File: config.mk
export PLATFORM = sky130hd
export DESIGN_NAME = avalon_nn_csr
export DESIGN_NICKNAME = d
export VERILOG_FILES = /design/src/rtl/nn_csr_pkg.sv /design/src/rtl/nn_argmax_seq.sv /design/src/rtl/avalon_nn_csr.sv
export SDC_FILE = /design/constraint.sdc
export NUM_CORES = 1
export LEC_CHECK = 0
export CAP_MARGIN = 10
export CORE_ASPECT_RATIO = 0.75
export CORE_MARGIN = 10
export CORE_UTILIZATION = 50
export DETAILED_ROUTE_END_ITERATION = 8
export PLACE_DENSITY = 0.75
export SYNTH_ARGS = -nofsm -noshare
export SYNTH_HDL_FRONTEND = slang
export SYNTH_SLANG_ARGS = --single-unit
File: constraint.sdc
create_clock -name CLK -period 11.95 [get_ports CLK]
set_input_delay 1.195 -clock CLK [delete_from_list [all_inputs] [get_ports CLK]]
set_output_delay 1.195 -clock CLK [all_outputs]
set_load 0.05 [all_outputs]
File: src/rtl/nn_csr_pkg.sv
// Shared definitions for the NN inference CSR block: FSM states, CTRL/STATUS
// bit positions and the register-offset helpers that depend on N_CLASSES.
package nn_csr_pkg;

    typedef enum logic [1:0] {
        ST_IDLE = 2'd0,
        ST_RUN  = 2'd1,
        ST_SCAN = 2'd2,
        ST_DONE = 2'd3
    } nn_state_e;

    localparam int CTRL_START_BIT  = 0;
    localparam int CTRL_IRQ_EN_BIT = 1;
    localparam int CTRL_CLR_BIT    = 2;

    localparam int STAT_BUSY_BIT = 0;
    localparam int STAT_DONE_BIT = 1;
    localparam int STAT_ERR_BIT  = 2;

    localparam int RESULT_MAX_W = 16;

    // Probability snapshots occupy words 0..n-1; control words follow them.
    function automatic int ctrl_off(input int n);
        return n;
    endfunction

    function automatic int status_off(input int n);
        return n + 1;
    endfunction

    function automatic int result_off(input int n);
        return n + 2;
    endfunction

    function automatic int cycles_off(input int n);
        return n + 3;
    endfunction

    function automatic int map_words(input int n);
        return n + 4;
    endfunction

endpackage

File: src/rtl/nn_argmax_seq.sv
// Sequential argmax over a packed vector of class probabilities: one class per
// cycle, lowest index wins ties; done/index/max are valid in the final cycle.
module nn_argmax_seq #(
    parameter int N_CLASSES = 10,
    parameter int PROB_W    = 16
) (
    input  logic                          i_clk,
    input  logic                          i_rst,
    input  logic                          i_start,
    input  logic [N_CLASSES*PROB_W-1:0]   i_vec,
    output logic                          o_done,
    output logic [3:0]                    o_index,
    output logic [PROB_W-1:0]             o_max
);

    localparam int IDX_W = $clog2(N_CLASSES);

    logic                 r_busy;
    logic [IDX_W-1:0]     r_idx;
    logic [IDX_W-1:0]     r_best_idx;
    logic [PROB_W-1:0]    r_best_val;

    logic [PROB_W-1:0]    w_cur;
    logic                 w_gt;
    logic                 w_last;
    logic [IDX_W-1:0]     w_next_idx;
    logic [PROB_W-1:0]    w_next_val;

    always_comb begin
        w_cur = '0;
        for (int i = 0; i < N_CLASSES; i++) begin
            if (r_idx == IDX_W'(i)) begin
                w_cur = i_vec[i*PROB_W +: PROB_W];
            end
        end
    end

    // Strict compare keeps the earliest index on equal values; the zero seed
    // is harmless because index 0 is the first candidate either way.
    assign w_gt       = (w_cur > r_best_val);
    assign w_next_idx = w_gt ? r_idx : r_best_idx;
    assign w_next_val = w_gt ? w_cur : r_best_val;
    assign w_last     = (r_idx == IDX_W'(N_CLASSES - 1));

    assign o_done  = r_busy && w_last;
    assign o_index = 4'(w_next_idx);
    assign o_max   = w_next_val;

    always_ff @(posedge i_clk or posedge i_rst) begin
        if (i_rst) begin
            r_busy     <= 1'b0;
            r_idx      <= '0;
            r_best_idx <= '0;
            r_best_val <= '0;
        end else if (i_start) begin
            r_busy     <= 1'b1;
            r_idx      <= '0;
            r_best_idx <= '0;
            r_best_val <= '0;
        end else if (r_busy) begin
            r_best_idx <= w_next_idx;
            r_best_val <= w_next_val;
            if (w_last) begin
                r_busy <= 1'b0;
            end else begin
                r_idx <= r_idx + IDX_W'(1);
            end
        end
    end

endmodule

File: src/rtl/avalon_nn_csr.sv
// Avalon-MM CSR front end for an NN core: starts an inference, snapshots the
// class probabilities, runs a sequential argmax and reports result and latency.
module avalon_nn_csr
    import nn_csr_pkg::*;
#(
    parameter int N_CLASSES = 10,
    parameter int PROB_W    = 16,
    parameter int ADDR_W    = 5
) (
    input  logic                          CLK,
    input  logic                          RESET,
    input  logic                          AVL_READ,
    input  logic                          AVL_WRITE,
    input  logic [ADDR_W-1:0]             AVL_ADDR,
    input  logic [31:0]                   AVL_WRITEDATA,
    output logic [31:0]                   AVL_READDATA,
    output logic                          IRQ,
    output logic                          NN_COMPUTE,
    input  logic                          NN_READY,
    input  logic [N_CLASSES*PROB_W-1:0]   NN_PROBABILITY,
    output logic [1:0]                    DBG_STATE
);

    if (N_CLASSES < 2 || N_CLASSES > 16) begin : g_bad_classes
        $error("avalon_nn_csr: N_CLASSES must be 2..16");
    end
    if (PROB_W < 1 || PROB_W > 32) begin : g_bad_prob_w
        $error("avalon_nn_csr: PROB_W must be 1..32");
    end
    if (map_words(N_CLASSES) > (2 ** ADDR_W)) begin : g_bad_addr_w
        $error("avalon_nn_csr: ADDR_W too small for the register map");
    end

    localparam logic [ADDR_W-1:0] A_CTRL   = ADDR_W'(ctrl_off(N_CLASSES));
    localparam logic [ADDR_W-1:0] A_STATUS = ADDR_W'(status_off(N_CLASSES));
    localparam logic [ADDR_W-1:0] A_RESULT = ADDR_W'(result_off(N_CLASSES));
    localparam logic [ADDR_W-1:0] A_CYCLES = ADDR_W'(cycles_off(N_CLASSES));

    nn_state_e                     r_state;
    logic                          r_compute;
    logic                          r_irq_en;
    logic                          r_done;
    logic                          r_err;
    logic [N_CLASSES*PROB_W-1:0]   r_prob;
    logic [3:0]                    r_res_idx;
    logic [RESULT_MAX_W-1:0]       r_res_max;
    logic [31:0]                   r_cycles;
    logic [31:0]                   r_rdata;

    logic                          w_busy;
    logic                          w_ctrl_wr;
    logic                          w_start;
    logic                          w_clr;
    logic                          w_arg_start;
    logic                          w_arg_done;
    logic [3:0]                    w_arg_idx;
    logic [PROB_W-1:0]             w_arg_max;
    logic [31:0]                   w_rdata;
    logic                          w_unused_wdata;

    assign w_busy      = (r_state == ST_RUN) || (r_state == ST_SCAN);
    assign w_ctrl_wr   = AVL_WRITE && (AVL_ADDR == A_CTRL);
    assign w_start     = w_ctrl_wr && AVL_WRITEDATA[CTRL_START_BIT];
    assign w_clr       = w_ctrl_wr && AVL_WRITEDATA[CTRL_CLR_BIT];
    assign w_arg_start = (r_state == ST_RUN) && NN_READY;
    assign w_unused_wdata = ^AVL_WRITEDATA[31:3];

    nn_argmax_seq #(
        .N_CLASSES (N_CLASSES),
        .PROB_W    (PROB_W)
    ) u_argmax (
        .i_clk   (CLK),
        .i_rst   (RESET),
        .i_start (w_arg_start),
        .i_vec   (r_prob),
        .o_done  (w_arg_done),
        .o_index (w_arg_idx),
        .o_max   (w_arg_max)
    );

    always_comb begin
        w_rdata = '0;
        for (int i = 0; i < N_CLASSES; i++) begin
            if (AVL_ADDR == ADDR_W'(i)) begin
                w_rdata = 32'(r_prob[i*PROB_W +: PROB_W]);
            end
        end
        if (AVL_ADDR == A_CTRL) begin
            w_rdata[CTRL_IRQ_EN_BIT] = r_irq_en;
        end
        if (AVL_ADDR == A_STATUS) begin
            w_rdata[STAT_BUSY_BIT] = w_busy;
            w_rdata[STAT_DONE_BIT] = r_done;
            w_rdata[STAT_ERR_BIT]  = r_err;
        end
        if (AVL_ADDR == A_RESULT) begin
            w_rdata = {r_res_max, 12'h000, r_res_idx};
        end
        if (AVL_ADDR == A_CYCLES) begin
            w_rdata = r_cycles;
        end
    end

    // Later assignments win: CLR is applied first, then a rejected START may
    // re-raise ERR and an accepted START clears DONE as it enters RUN.
    always_ff @(posedge CLK or posedge RESET) begin
        if (RESET) begin
            r_state   <= ST_IDLE;
            r_compute <= 1'b0;
            r_irq_en  <= 1'b0;
            r_done    <= 1'b0;
            r_err     <= 1'b0;
            r_prob    <= '0;
            r_res_idx <= '0;
            r_res_max <= '0;
            r_cycles  <= '0;
            r_rdata   <= '0;
        end else begin
            if (AVL_READ) begin
                r_rdata <= w_rdata;
            end
            if (w_ctrl_wr) begin
                r_irq_en <= AVL_WRITEDATA[CTRL_IRQ_EN_BIT];
            end
            if (w_clr) begin
                r_done <= 1'b0;
                r_err  <= 1'b0;
            end
            if (w_start && w_busy) begin
                r_err <= 1'b1;
            end
            case (r_state)
                ST_IDLE, ST_DONE: begin
                    if (w_start) begin
                        r_state   <= ST_RUN;
                        r_compute <= 1'b1;
                        r_cycles  <= '0;
                        r_done    <= 1'b0;
                    end
                end
                ST_RUN: begin
                    if (r_cycles != 32'hFFFF_FFFF) begin
                        r_cycles <= r_cycles + 32'd1;
                    end
                    if (NN_READY) begin
                        r_prob    <= NN_PROBABILITY;
                        r_compute <= 1'b0;
                        r_state   <= ST_SCAN;
                    end
                end
                ST_SCAN: begin
                    if (w_arg_done) begin
                        r_res_idx <= w_arg_idx;
                        r_res_max <= RESULT_MAX_W'(w_arg_max);
                        r_done    <= 1'b1;
                        r_state   <= ST_DONE;
                    end
                end
                default: r_state <= ST_IDLE;
            endcase
        end
    end

    assign AVL_READDATA = r_rdata;
    assign NN_COMPUTE   = r_compute;
    assign IRQ          = r_done && r_irq_en;
    assign DBG_STATE    = r_state;

endmodule
# After elaboration in Yosys (flattened, before gate mapping)
# Cells that the tools add are included.
# word_totals
output_inout_bits,36
word_cells,121
inputBits,202
ff_bits,275
# classes
eq_ne,31
addsub,2
n_lt_le_gt_ge,1
reduce_logical,21
muxes,52
# ops
cell,n
two-way mux 32 bit,13
two-way mux 16 bit,14
case mux 32 bit (2 select lines),1
"adder 32 x 1 -> 32 bit, second input constant",1
"inequality test 32 bit, second input constant",1
"equality test 5 x 4 -> 1 bit, second input constant",6
two-way mux 4 bit,6
"equality test 5 x 3 -> 1 bit, second input constant",4
"equality test 4 x 3 -> 1 bit, second input constant",4
> comparator 16 bit,1
two-way mux 1 bit,11
"equality test 5 x 2 -> 1 bit, second input constant",2
AND reduction 3 bit,3
"equality test 4 x 2 -> 1 bit, second input constant",2
"equality test 4 bit, second input constant",2
logical AND 1 bit,7
two-way mux 2 bit,3
"inequality test 2 x 1 -> 1 bit, second input constant",3
case mux 2 bit (3 select lines),1
AND reduction 2 bit,3
nonzero test 2 bit,3
"equality test 5 x 1 -> 1 bit, second input constant",1
logical NOT 5 bit,1
"adder 4 x 1 -> 4 bit, second input constant",1
10 further kinds,13

# Longest topological paths before layout
# depth
word_depth,15
depth_mapped,17
ltp_nobuf,14

# By module
# From an unflattened synthesis, not the netlist that was laid out.
# hier_totals
cells_unflattened,1470
hier_area_um2,15524.9
# modules_own_cells
module,cells_per_inst,instances,area_each_um2,seq_area_each_um2
avalon_nn_csr,1003,1,11825.1,6256.0
nn_argmax_seq,467,1,3699.8,625.6

# Worst setup path before layout
# Ideal clock, no wire load.
# synth_timing
kind,register to register
from,register u_argmax.r_idx[1]
to,register r_res_max[10]
stages_incl_launch_ff,16
setup_ns,0.133
path_buffers,2
t_arrival_ns,3.530
period_less_slack_ns,3.663
required_ns,11.817
path_slack_ns,8.287
path_cell_list,dfrtp_1 inv_1 ha_1 nor4b_1 clkbuf_1 o2bb2ai_1 a311oi_1 o22ai_1 ha_1 o21ai_0 a21oi_1 o221ai_1 a21boi_0 buf_1 mux2i_1 o21ai_0
# synth_via
elab_chain_len,13
elab_cells_between_ends,24
cone_classes,1 x order compare; 9 x eq/ne; 11 x mux; 3 x reduce/logical
# synth_rtl
element,line,rtl
start: declaration,nn_argmax_seq.sv:19,logic [IDX_W-1:0] r_idx;
start signal: assignment,nn_argmax_seq.sv:66,r_idx <= r_idx + IDX_W'(1);
logical NOT 4 bit,nn_argmax_seq.sv:32,if (r_idx == IDX_W'(i)) begin
two-way mux 16 bit (10 in a row),nn_argmax_seq.sv:32,
> comparator 16 bit,nn_argmax_seq.sv:40,assign w_gt = (w_cur > r_best_val);
two-way mux 16 bit,nn_argmax_seq.sv:42,assign w_next_val = w_gt ? w_cur : r_best_val;
end signal: assignment,avalon_nn_csr.sv:154,r_res_max <= RESULT_MAX_W'(w_arg_max);
end: declaration,avalon_nn_csr.sv:46,logic [RESULT_MAX_W-1:0] r_res_max;
# Parallel ways exist; a longest one is shown, timed or not.
# A chain may end at the register's enable or synchronous reset.

# Final worst setup path
# layout_timing
from,register u_argmax.r_idx[3]
to,register r_res_idx[1]
# layout_via
elab_chain_len,13
elab_cells_between_ends,24
cone_classes,1 x order compare; 9 x eq/ne; 11 x mux; 3 x reduce/logical
# layout_rtl
element,line,rtl
logical NOT 4 bit,nn_argmax_seq.sv:32,
two-way mux 16 bit (10 in a row),nn_argmax_seq.sv:32,
> comparator 16 bit,nn_argmax_seq.sv:40,
two-way mux 4 bit,nn_argmax_seq.sv:41,assign w_next_idx = w_gt ? r_idx : r_best_idx;
end signal: assignment,avalon_nn_csr.sv:153,r_res_idx <= w_arg_idx;
end: declaration,avalon_nn_csr.sv:45,logic [3:0] r_res_idx;
# Parallel ways exist; a longest one is shown, timed or not.

==> results.md <==
- The number of warnings printed during yosys synthesis is 0.
- The share of total power dissipated in sequential elements is 0.358.
- The final setup TNS is 0 ns.
- Summed over all nets, the switching power comes to 0.00236 W.
- The number of fillers in the final layout is 2,674.
- The total power per unit cell area is 277 mW/mm^2.
- Clock tree synthesis inserted a total of 28 buffers.
- The first-pass GRT wire length is 86,300 um.
- The time the worst path needs with I/O delays and setup is 6.13 ns.
- The number of pins with negative max-slew slack in the final report was 0.
- The number of global-route vias before repair is 13,700.
- Across every metal layer, demand over resource in global routing totals 0.294.
- For this run, global-route usage on met3 was measured as 0.0970.
- Grouping stages by cell kind, the critical path spends the most delay in compound AO/OA/AOI/OAI gates.
- The count of state elements after synthesis is 275.
- The met1 global-route usage is 0.447.
- The register area share after synthesis is 0.455.
- Of the post-synthesis cell area, the dominant cell type holds 0.455.
- Ranked by total cell area, the synthesized netlist is headed by sky130_fd_sc_hd__dfrtp_1, sky130_fd_sc_hd__nand2_1, sky130_fd_sc_hd__mux2i_1.
- The global routing usage on met2 is 0.393.
- The library cell used most frequently in the layout, excluding fill and tap cells, is sky130_fd_sc_hd__nand2_1.
- The first TritonRoute pass finished after 7 iterations.
- The initial core utilization is 0.504.
- The count of buffers added on input and output ports is 208.
- Leaving out fill and tap cells, the most frequent cells in the layout are sky130_fd_sc_hd__nand2_1, sky130_fd_sc_hd__dfrtp_1, sky130_fd_sc_hd__clkdlybuf4s50_1, sky130_fd_sc_hd__nor2_1, sky130_fd_sc_hd__a21oi_1.
- The number of endpoints with negative hold slack in the final report is 0.
- The initial antenna violation count is 2.
- The total congestion overflow is 0.
- Of the cells placed in the final design, the portion with a size suffix greater than 1 is 0.0529.
- The worst setup path is launched from a flop.
- The final cycle utilization of the critical path is 0.513.
- By startpoint and endpoint, the worst setup path is classified as flop to flop.
- The slowest stage of the critical path belongs to the cell sky130_fd_sc_hd__nor3b_2.
- After detailed routing, the number of vias per cell comes to 6.24.
- The clock tree skew after final layout is around 0.024 ns.
- Counting every instance in the synthesized netlist gives about 1,800.
- The clock sink count is around 280.
- The clock network fraction of total power is 0.186.
- The most frequently used flop master after synthesis is sky130_fd_sc_hd__dfrtp_1.
- The synthesis-to-layout area growth is 21.2%.
- The site row count is 55.
- Counting flops with a built-in enable in the synthesized netlist gives 0.
- Including well taps, the total number of placed cells is 2,299.
- The number of buffers inserted by hold repair at cts is 0.
- The net total in the final layout is 2,156.
- In this run the remaining antenna-violating nets after routing total 0.
- The routed layout has 14,700 vias.
- When the netlist entered floorplanning its net count stood at 2,038.
- A synthesized cell averages roughly 8.3 um^2.
- CTS built an H-tree with a depth of 1.
- Max-cap violations in this run came to 0.
- At the end of routability-driven placement, the weighted congestion stood at 1.01.
- Detailed placement ended at an HPWL of 43,300 um.
- The utilization after layout is 0.611.
- For the pin with the worst max-slew slack, the measured transition is 1.18 ns.
- The clock root buffer is sky130_fd_sc_hd__clkbuf_16.
- The count of buffer and inverter cells on the critical path is 2.
- The top-level port count is about 240.
- The non-filler instance count after layout is 2,347.
- The floorplan step set the die height to 171 um.
- The internal power of the cells totals 0.00272 W.
- The number of design-rule violations left by the first detailed-router iteration is 2,332.
- The critical path's largest stage delay is between 1 and 1.5 ns.
- Of the total power, combinational logic draws 0.456.
- The highest ir drop seen on vdd is 0.209 mV.
- TritonCTS built the clock tree.
- The endpoint kind of the worst setup timing path is a flop.
- The critical path's most frequent cell is sky130_fd_sc_hd__a21oi_1.
- The worst path required time is around 12 ns.
- The worst hold slack is just under 0.5 ns.
- The biggest area consumer among synthesized cells is sky130_fd_sc_hd__dfrtp_1.
- The async set-reset flop share out of synthesis is 1.00.
- Post-CTS timing repair inserted 0 buffers for setup.
- The per-cell routed wire length is roughly 25 um.
- After detailed routing, the number of remaining DRC violations is 0.
- The netlist area before placement is 0.0151 mm^2.
- The flow ran to the end, and the final reports show no timing, DRC or antenna violations.
- In this run the static leakage power is a little over 8 nW.
- The worst-case headroom to the max-slew limit is 0.210.
- The later pin in the worst-skew pair is clocked with a latency of 0.57 ns.
- Setup violations remaining at the end of the flow were counted as 0.
- After global routing, the most crowded layer is met1.
- Data on the critical path arrives at its endpoint at 6.55 ns.
- After clock tree synthesis, the clock-pin slew on the worst setup and hold paths is 0.06 ns.
- The distinct cell type count after synthesis is 68.
- The maximum root-to-sink buffer count is 3.
- Entering global routing, the biggest net connects 122 pins.
- The total wire length is 58,000 um.
- In this run, post-CTS repair resized a total of 0 instances.
- The class of the most critical hold timing path is flop to flop.
- The proportion of total power due to net switching is 0.465.
- The region available for standard cell placement spans between 0.03 and 0.04 mm^2.
- The critical path goes through clkinv_1, nor3b_2, a221oi_1, o22ai_1, ha_1, o21ai_0, a21oi_1, o221ai_1, a21boi_2, buf_4, mux2i_1, a21oi_1.
- The critical-path maximum fanout is 25.
- The die footprint is 0.0377 mm^2.
- Setup repair after global routing left no endpoint under its margin.
- Measured along the x axis, the die boundary spans approximately 220 um.
- For this run, the top clock speed supported by timing is 163 MHz.
[flip-flops by register name (all words and copies together), names as in the netlist]
name	cells
r_err	1
r_res_idx	4
u_argmax.r_idx	4
r_cycles	32
AVL_READDATA	32
NN_COMPUTE	1
r_res_max	16
DBG_STATE	2
u_argmax.r_best_idx	4
r_done	1
r_irq_en	1
u_argmax.r_busy	1
u_argmax.r_best_val	16
r_prob	160
[worst min-delay path: cells and delay by family (launching register included)]
family	cells	cell delay (ns)
and+or+nand+nor	1	0.05
DFF	1	0.34
AOI/OAI and AO/OA	1	0.06
[metrics by stage]
stage / area [um^2] / total power [W] / setup slack [ns]
global route: 18300 / 0.00534 / 5.65
detailed placement: 17300 / 0.00404 / 6.23
CTS: 18300 / 0.00500 / 6.23
floorplan: 15100 / 0.00317 / 3.17
global placement: 17300 / 0.00398 / 6.28
finish: 18300 / 0.00508 / 5.82
[layout make-up]
| class | count | area [um^2] | area share |
|---|---|---|---|
| multi-input combinational | 1366 | 7600 | 0.415 |
| timing repair buffer | 228 | 2230 | 0.122 |
| tap | 399 | 499 | 0.0272 |
| sequential | 275 | 6880 | 0.376 |
| antenna | 1 | 2.50 | 0.000137 |
| clock inverter | 13 | 204 | 0.0111 |
| inverter | 31 | 124 | 0.00676 |
| clock buffer | 34 | 785 | 0.0428 |
[cell families (layout without fill, tap and decap cells)]
logic type	count (synthesis)	after routing	share of synthesized area
AND/OR/NAND/NOR	886	886	0.255
AO/OA/AOI/OAI	374	374	0.170
flip-flops	275	275	0.455
buffers and inverters	171	306	0.0447
multiplexers	72	72	0.0493
adder cells (fa/ha/maj)	24	24	0.0199
XOR/XNOR	10	10	0.00579
other	0	1	0
[power groups by stage]
stage | combinational [W] | sequential, W | clock (W)
global placement | 0.00221 | 0.00177 | 0
finish | 0.00232 | 0.00182 | 0.000947
detailed placement | 0.00226 | 0.00178 | 0
global route | 0.00251 | 0.00182 | 0.000999
floorplan | 0.00162 | 0.00155 | 0
CTS | 0.00227 | 0.00177 | 0.000955
[Yosys cell counts, types with 7 or more instances]
| library cell | n |
|---|---|
| sky130_fd_sc_hd__nand2_1 | 588 |
| sky130_fd_sc_hd__dfrtp_1 | 275 |
| sky130_fd_sc_hd__clkbuf_1 | 124 |
| sky130_fd_sc_hd__nor2_1 | 96 |
| sky130_fd_sc_hd__a21oi_1 | 82 |
| sky130_fd_sc_hd__o21ai_0 | 73 |
| sky130_fd_sc_hd__mux2i_1 | 61 |
| sky130_fd_sc_hd__a221oi_1 | 39 |
| sky130_fd_sc_hd__nand3_1 | 38 |
| sky130_fd_sc_hd__nand3b_1 | 33 |
| sky130_fd_sc_hd__and3_1 | 29 |
| sky130_fd_sc_hd__inv_1 | 29 |
| sky130_fd_sc_hd__o31ai_1 | 25 |
| sky130_fd_sc_hd__ha_1 | 24 |
| sky130_fd_sc_hd__o22ai_1 | 24 |
| sky130_fd_sc_hd__nor2b_1 | 21 |
| sky130_fd_sc_hd__a31oi_1 | 18 |
| sky130_fd_sc_hd__a311oi_1 | 16 |
| sky130_fd_sc_hd__nand4_1 | 15 |
| sky130_fd_sc_hd__o211ai_1 | 15 |
| sky130_fd_sc_hd__o2bb2ai_1 | 15 |
| sky130_fd_sc_hd__nor3_1 | 14 |
| sky130_fd_sc_hd__o221ai_1 | 14 |
| sky130_fd_sc_hd__and2_1 | 12 |
| sky130_fd_sc_hd__mux2_2 | 10 |
| sky130_fd_sc_hd__buf_1 | 9 |
| sky130_fd_sc_hd__a222oi_1 | 8 |
| sky130_fd_sc_hd__nand2b_1 | 7 |
| sky130_fd_sc_hd__o31ai_2 | 7 |
[worst paths after layout]
check	from	endpoint	slack (ns)	depth (start not counted)
worst min register to register	r_res_max[14]	r_res_max[14]	0.48	2
max in group asynchronous	RESET	r_prob[12]	9.18	3
min in group asynchronous	RESET	AVL_READDATA[21]	1.18	2
worst min-delay path	r_res_max[14]	r_res_max[14]	0.48	2
worst max register to register	u_argmax.r_idx[3]	r_res_idx[1]	5.82	12
worst max-delay path	u_argmax.r_idx[3]	r_res_idx[1]	5.82	12
[per-layer routing]
metal,wire [um],part of all wire,up-vias
li1,-,-,6550
met3,7970,0.14,82
met2,22700,0.39,866
met5,0,0,-
met1,26200,0.45,7152
met4,1160,0.020,0
Power figures use the tool's default switching activity.
